[src/rtl/out_shifter_if.sv]
`default_nettype none
// ============================================================================
//  Module      : out_shifter_if
//  Description : Output-byte and serial-pin bundle between the output
//                selector side and the 74HC595-style serialiser.
//  Revision    : 1.0  initial release
// ============================================================================
interface out_shifter_if;
  logic [7:0] out_latch;
  logic       resend;      // single-cycle request to resend the current byte
  logic       sclk;
  logic       sdata;
  logic       rclk;
  logic       busy;
  logic       frame_done;

  modport master (
    output out_latch,
    output resend,
    input  sclk,
    input  sdata,
    input  rclk,
    input  busy,
    input  frame_done
  );

  modport slave (
    input  out_latch,
    input  resend,
    output sclk,
    output sdata,
    output rclk,
    output busy,
    output frame_done
  );
endinterface
`default_nettype wire

[src/rtl/out_shifter.sv]
`default_nettype none
// ============================================================================
//  Module      : out_shifter
//  Description : Shifts the output latch byte into an external 74HC595-style
//                chain (sclk/sdata/rclk) whenever it changes or a resend is due.
//  Revision    : 1.0  initial release
// ============================================================================
module out_shifter #(
  parameter int CLK_DIV   = 2,
  parameter bit MSB_FIRST = 1'b1
) (
  input  wire logic    clk,
  input  wire logic    rst,
  out_shifter_if.slave bus
);

  localparam int DIV_W = (CLK_DIV > 1) ? $clog2(CLK_DIV) : 1;

  localparam logic [2:0] c_s_idle     = 3'd0;
  localparam logic [2:0] c_s_shift_lo = 3'd1;
  localparam logic [2:0] c_s_shift_hi = 3'd2;
  localparam logic [2:0] c_s_strobe   = 3'd3;
  localparam logic [2:0] c_s_done     = 3'd4;

  logic [2:0]       r_state;
  logic [7:0]       r_last_sent;
  logic             r_pending;
  logic [7:0]       r_shift;
  logic [2:0]       r_bit_cnt;
  logic [DIV_W-1:0] r_div_cnt;
  logic             r_sclk;
  logic             r_sdata;
  logic             r_rclk;
  logic             r_busy;
  logic             r_frame_done;

  logic [2:0]       w_state_nxt;
  logic [7:0]       w_last_sent_nxt;
  logic             w_pending_nxt;
  logic [7:0]       w_shift_nxt;
  logic [2:0]       w_bit_cnt_nxt;
  logic [DIV_W-1:0] w_div_cnt_nxt;
  logic             w_sclk_nxt;
  logic             w_sdata_nxt;
  logic             w_rclk_nxt;
  logic             w_busy_nxt;
  logic             w_frame_done_nxt;

  logic             w_changed;
  logic             w_trigger;
  logic             w_div_done;
  logic [7:0]       w_shifted;

  assign w_changed  = (bus.out_latch != r_last_sent);
  assign w_trigger  = w_changed | bus.resend | r_pending;
  assign w_div_done = (r_div_cnt == DIV_W'(CLK_DIV - 1));
  assign w_shifted  = MSB_FIRST ? {r_shift[6:0], 1'b0} : {1'b0, r_shift[7:1]};

  // Next-state and datapath
  always_comb begin
    w_state_nxt     = r_state;
    w_last_sent_nxt = r_last_sent;
    w_shift_nxt     = r_shift;
    w_bit_cnt_nxt   = r_bit_cnt;
    w_div_cnt_nxt   = w_div_done ? '0 : r_div_cnt + DIV_W'(1);
    // Any change or resend seen mid-frame collapses into one follow-up frame.
    w_pending_nxt   = r_pending | w_changed | bus.resend;

    case (r_state)
      c_s_idle: begin
        w_div_cnt_nxt = '0;
        w_pending_nxt = r_pending;
        if (w_trigger) begin
          w_state_nxt     = c_s_shift_lo;
          w_shift_nxt     = bus.out_latch;
          w_last_sent_nxt = bus.out_latch;
          w_pending_nxt   = 1'b0;
          w_bit_cnt_nxt   = 3'd0;
        end
      end
      c_s_shift_lo: begin
        if (w_div_done) w_state_nxt = c_s_shift_hi;
      end
      c_s_shift_hi: begin
        if (w_div_done) begin
          w_shift_nxt = w_shifted;
          if (r_bit_cnt == 3'd7) begin
            w_state_nxt = c_s_strobe;
          end else begin
            w_bit_cnt_nxt = r_bit_cnt + 3'd1;
            w_state_nxt   = c_s_shift_lo;
          end
        end
      end
      c_s_strobe: begin
        if (w_div_done) w_state_nxt = c_s_done;
      end
      c_s_done: begin
        w_div_cnt_nxt = '0;
        w_state_nxt   = c_s_idle;
      end
      default: begin
        w_div_cnt_nxt = '0;
        w_state_nxt   = c_s_idle;
      end
    endcase
  end

  // Outputs are decoded from the next state so the pins themselves are flops.
  always_comb begin
    w_sclk_nxt       = (w_state_nxt == c_s_shift_hi);
    w_rclk_nxt       = (w_state_nxt == c_s_strobe);
    w_busy_nxt       = (w_state_nxt != c_s_idle);
    w_frame_done_nxt = (w_state_nxt == c_s_done);
    w_sdata_nxt      = 1'b0;
    if ((w_state_nxt == c_s_shift_lo) || (w_state_nxt == c_s_shift_hi)) begin
      w_sdata_nxt = MSB_FIRST ? w_shift_nxt[7] : w_shift_nxt[0];
    end
  end

  always_ff @(posedge clk) begin
    if (rst) begin
      r_state      <= c_s_idle;
      r_last_sent  <= 8'h00;
      r_pending    <= 1'b1;
      r_shift      <= 8'h00;
      r_bit_cnt    <= 3'd0;
      r_div_cnt    <= '0;
      r_sclk       <= 1'b0;
      r_sdata      <= 1'b0;
      r_rclk       <= 1'b0;
      r_busy       <= 1'b0;
      r_frame_done <= 1'b0;
    end else begin
      r_state      <= w_state_nxt;
      r_last_sent  <= w_last_sent_nxt;
      r_pending    <= w_pending_nxt;
      r_shift      <= w_shift_nxt;
      r_bit_cnt    <= w_bit_cnt_nxt;
      r_div_cnt    <= w_div_cnt_nxt;
      r_sclk       <= w_sclk_nxt;
      r_sdata      <= w_sdata_nxt;
      r_rclk       <= w_rclk_nxt;
      r_busy       <= w_busy_nxt;
      r_frame_done <= w_frame_done_nxt;
    end
  end

  assign bus.sclk       = r_sclk;
  assign bus.sdata      = r_sdata;
  assign bus.rclk       = r_rclk;
  assign bus.busy       = r_busy;
  assign bus.frame_done = r_frame_done;

endmodule
`default_nettype wire

[src/flat_wrapper.sv]
// flat-port wrapper written by rule: the top's interface ports become plain ports
module out_shifter_flat 
#(
  parameter int CLK_DIV   = 2,
  parameter bit MSB_FIRST = 1'b1
)
  (clk, rst, bus_out_latch, bus_resend, bus_sclk, bus_sdata, bus_rclk, bus_busy, bus_frame_done);
  out_shifter_if bus_i ();
  input  wire logic clk;
  input  wire logic rst;
  input wire logic [$bits(bus_i.out_latch)-1:0] bus_out_latch;
  input wire logic [$bits(bus_i.resend)-1:0] bus_resend;
  output wire logic [$bits(bus_i.sclk)-1:0] bus_sclk;
  output wire logic [$bits(bus_i.sdata)-1:0] bus_sdata;
  output wire logic [$bits(bus_i.rclk)-1:0] bus_rclk;
  output wire logic [$bits(bus_i.busy)-1:0] bus_busy;
  output wire logic [$bits(bus_i.frame_done)-1:0] bus_frame_done;
  assign bus_i.out_latch = bus_out_latch;
  assign bus_i.resend = bus_resend;
  assign bus_sclk = bus_i.sclk;
  assign bus_sdata = bus_i.sdata;
  assign bus_rclk = bus_i.rclk;
  assign bus_busy = bus_i.busy;
  assign bus_frame_done = bus_i.frame_done;
  out_shifter #(.CLK_DIV(CLK_DIV), .MSB_FIRST(MSB_FIRST)) u_core (.clk(clk), .rst(rst), .bus(bus_i));
endmodule
[config.mk]
export PLATFORM = sky130hd
export DESIGN_NAME = out_shifter_flat
export DESIGN_NICKNAME = d
export VERILOG_FILES = /design/src/rtl/out_shifter_if.sv /design/src/rtl/out_shifter.sv /design/src/flat_wrapper.sv
export SDC_FILE = /design/constraint.sdc
export NUM_CORES = 1
export LEC_CHECK = 0
export CORE_ASPECT_RATIO = 0.6
export CORE_MARGIN = 2
export CORE_UTILIZATION = 50
export DETAILED_ROUTE_END_ITERATION = 12
export GPL_TIMING_DRIVEN = 0
export PLACE_DENSITY = 0.81
export SLEW_MARGIN = 5
export SYNTH_ARGS = -nofsm -noshare
export SYNTH_HDL_FRONTEND = slang
export SYNTH_SLANG_ARGS = --single-unit
[constraint.sdc]
create_clock -name clk -period 3 [get_ports clk]
set_input_delay 0.3 -clock clk [delete_from_list [all_inputs] [get_ports clk]]
set_output_delay 0.3 -clock clk [all_outputs]
set_load 0.005 [all_outputs]
==> metrics <==
status=finished clean; worst hold path type=reg -> reg; CTS tree=yes; combinational share of power=15.2%; Clock Pin Slew Worst Setup and Hold Paths=0.06 ns; Max Clk Rate=542 MHz; fraction of layout cells with a size suffix above 1=8.88%; Worst path max stage delay=0.50 ns; CTS resizes=0; Total GRT Usage=21.7%; Port Buf Inserts=15; clock root buffer=clkbuf_8; die area=3060 um^2; fin cells=201; area delta synth->final=22.2%; DR WL/cell=14.8 um; # nets final=181; CP endpoint kind=flop; ANT nets after route=0; n_diodes=0; Worst Path Arrival=2.04 ns; Ports=16; Die W=70.1 um; Max VDD drop=0.000268 V; Cell variety after synth=38; die height=43.7 um; via count=1129; Vias per Instance=5.62; Pins Over Slew Limit=0; P_int=683 uW; crit-path max FO=6; worst slew pin tran=0.584 ns; vias in the first global route=1054; Slowest-stage cell, CP=clkdlybuf4s50_1; post-synthesis cell count=146; first-pass GRT wire length=4.88 mm; largest net degree at the start of global routing=11; Hold-fix buffers, CTS=0; unrepaired setup endpoints after global routing=no; most common cell after layout, fill and taps aside=dfxtp_1; total chip power=913 uW; Worst Setup Start Kind=input pin; Post-Route Setup TNS=0 ns; Core Box Area=2500 um^2; Worst-Skew Late Latency=0.28 ns; antenna violations before repair=0; fin crit share=61.5%; final hold vios=0; Leak=0.609 nW; 1st-pass router iterations=5; GRT Residual Overflow=0; mean post-synth cell area=8.98 um^2; Clock Power Share=38.2%; Netlist Area Pre-Place=1310 um^2; Post-Layout Inst Area=1600 um^2; DP HPWL=2.25 mm; final core utilization=64.0%; Critical Path RT=3.20 ns; H-tree depth=2; CTS Sinks=29; Yosys reg bits=29; Period minus WS final=1.84 ns; sw frac=25.2%; Seq pwr share=46.5%; post-synthesis sequential area ratio=44.3%; clock tree buffer depth=2; Finish-stage setup viols=0; Yosys warning count=0; Setup Crit Path Kind=in -> reg; initial cell density of the core=52.3%; drt first-iter violations=64; Placed Instance Area=1500 um^2; post-synth net total=159; max_cap viols=0; cell area power density=570 nW/um^2; routability cong.=0.823; # rows=14; crit-path cells=clkdlybuf4s50_1 -> xnor2_1 -> nand4_1 -> nor3_2 -> a221oi_1 -> a211oi_1; placed cells=193; total setup buffers inserted after CTS=0; relative slew slack=60.7%; commonest non-fill, non-tap cells in the layout=dfxtp_1 (29), nand2_1 (15), clkdlybuf4s50_1 (15); Clock Skews=0.00524 ns; Psw=230 uW; total CTS buffers=5; # DRC=0; DRT Wirelength=2.97 mm
[metrics by stage]
| stage | hold slack (ns) | setup WS, ns |
|---|---|---|
| floorplan | 0.447 | 1.53 |
| global placement | 0.455 | 0.937 |
| detailed placement | 0.469 | 0.875 |
| CTS | 0.477 | 1.17 |
| global route | 0.498 | 1.01 |
| finish | 0.479 | 1.16 |
[kinds of logic (layout without fill, tap and decap cells)]
kind of cell / after synthesis / count (layout) / synth area share, %
compound gates: 35 / 35 / 18.9
mux: 3 / 3 / 2.29
simple gates: 57 / 57 / 23.3
flops: 29 / 29 / 44.3
fa+ha+maj: 2 / 2 / 1.91
xor+xnor: 8 / 8 / 5.34
buf+inv: 12 / 35 / 4.01
[cell usage after synthesis, drive strengths merged]
| master | number | area, um^2 |
|---|---|---|
| buf | 4 | 22.5 |
| nand3 | 2 | 10.0 |
| and3 | 2 | 12.5 |
| and4 | 1 | 8.76 |
| o22ai | 1 | 6.26 |
| and2 | 1 | 6.26 |
| nand3b | 8 | 60.1 |
| inv | 3 | 11.3 |
| nor2 | 14 | 52.6 |
| a211oi | 1 | 7.51 |
| a221oi | 1 | 8.76 |
| a21oi | 14 | 70.1 |
| a21o | 1 | 7.51 |
| nor4bb | 1 | 10.0 |
| nand2b | 3 | 18.8 |
| clkbuf | 5 | 18.8 |
| a2bb2oi | 5 | 43.8 |
| o41ai | 1 | 16.3 |
| xnor2 | 8 | 70.1 |
| a22o | 1 | 8.76 |
| nor3 | 4 | 25.0 |
| or3 | 1 | 6.26 |
| a31oi | 1 | 21.3 |
| nand4bb | 1 | 11.3 |
| a22oi | 3 | 22.5 |
| mux2i | 3 | 30.0 |
| dfxtp | 29 | 581 |
| o21ai | 4 | 20.0 |
| nand2 | 15 | 56.3 |
| o21a | 1 | 7.51 |
| nand4 | 1 | 6.26 |
| ha | 2 | 25.0 |
| or2 | 1 | 6.26 |
| o31ai | 1 | 7.51 |
| nor3b | 2 | 15.0 |
[layer usage]
metal	share of wire, %	track usage (%)	up-vias
met2	42	30.9	32
met5	0	0	-
met3	7.8	7.67	10
li1	-	-	558
met1	47	29.3	529
met4	2.7	11.9	0
[layout make-up]
cell class | instances | area (um^2)
buffer | 9 | 41.3
clock buffer | 7 | 96.3
clock inverter | 1 | 5.00
fill | 212 | 902
inverter | 3 | 11.3
multi-input combinational | 105 | 678
sequential | 29 | 581
tap | 32 | 40.0
timing repair buffer | 15 | 150
[power groups by stage]
stage          sequential [mW]  combinational [mW]  clock (mW)
6_report                 0.425               0.139       0.349
5_1_grt                  0.427               0.154       0.375
4_1_cts                  0.425               0.139       0.352
3_5_place_dp             0.433               0.138           0
3_3_place_gp             0.430               0.133           0
2_1_floorplan            0.429              0.0947           0
[worst max-delay path: cells and delay by family]
family	cells	cell delay, ns
AOI/OAI and AO/OA	2	0.42
and+or+nand+nor	2	0.67
xor gates and xnor gates	1	0.15
buffers and inverters	1	0.50
[state kept, by name, summed over array words and instances, names as in the netlist]
name / cells
u_core.r_pending: 1
u_core.bus.rclk: 1
u_core.r_shift: 8
u_core.bus.busy: 1
u_core.r_div_cnt: 1
u_core.r_last_sent: 8
u_core.r_bit_cnt: 3
u_core.r_state: 3
u_core.bus.sdata: 1
u_core.bus.sclk: 1
u_core.bus.frame_done: 1
[worst paths after layout]
| check | endpoint | slack, ns | from | cells after the start |
|---|---|---|---|---|
| worst max-delay path | u_core.bus.sdata$_SDFF_PP0_ | 1.16 | bus_out_latch[1] | 6 |
| worst min-delay path | u_core.r_last_sent[1]$_SDFFE_PP0P_ | 0.48 | u_core.r_last_sent[1]$_SDFFE_PP0P_ | 2 |
| worst max register to register | u_core.bus.sdata$_SDFF_PP0_ | 1.30 | u_core.r_last_sent[1]$_SDFFE_PP0P_ | 5 |
| worst min register to register | u_core.r_last_sent[1]$_SDFFE_PP0P_ | 0.48 | u_core.r_last_sent[1]$_SDFFE_PP0P_ | 2 |
Power figures use the tool's default switching activity.
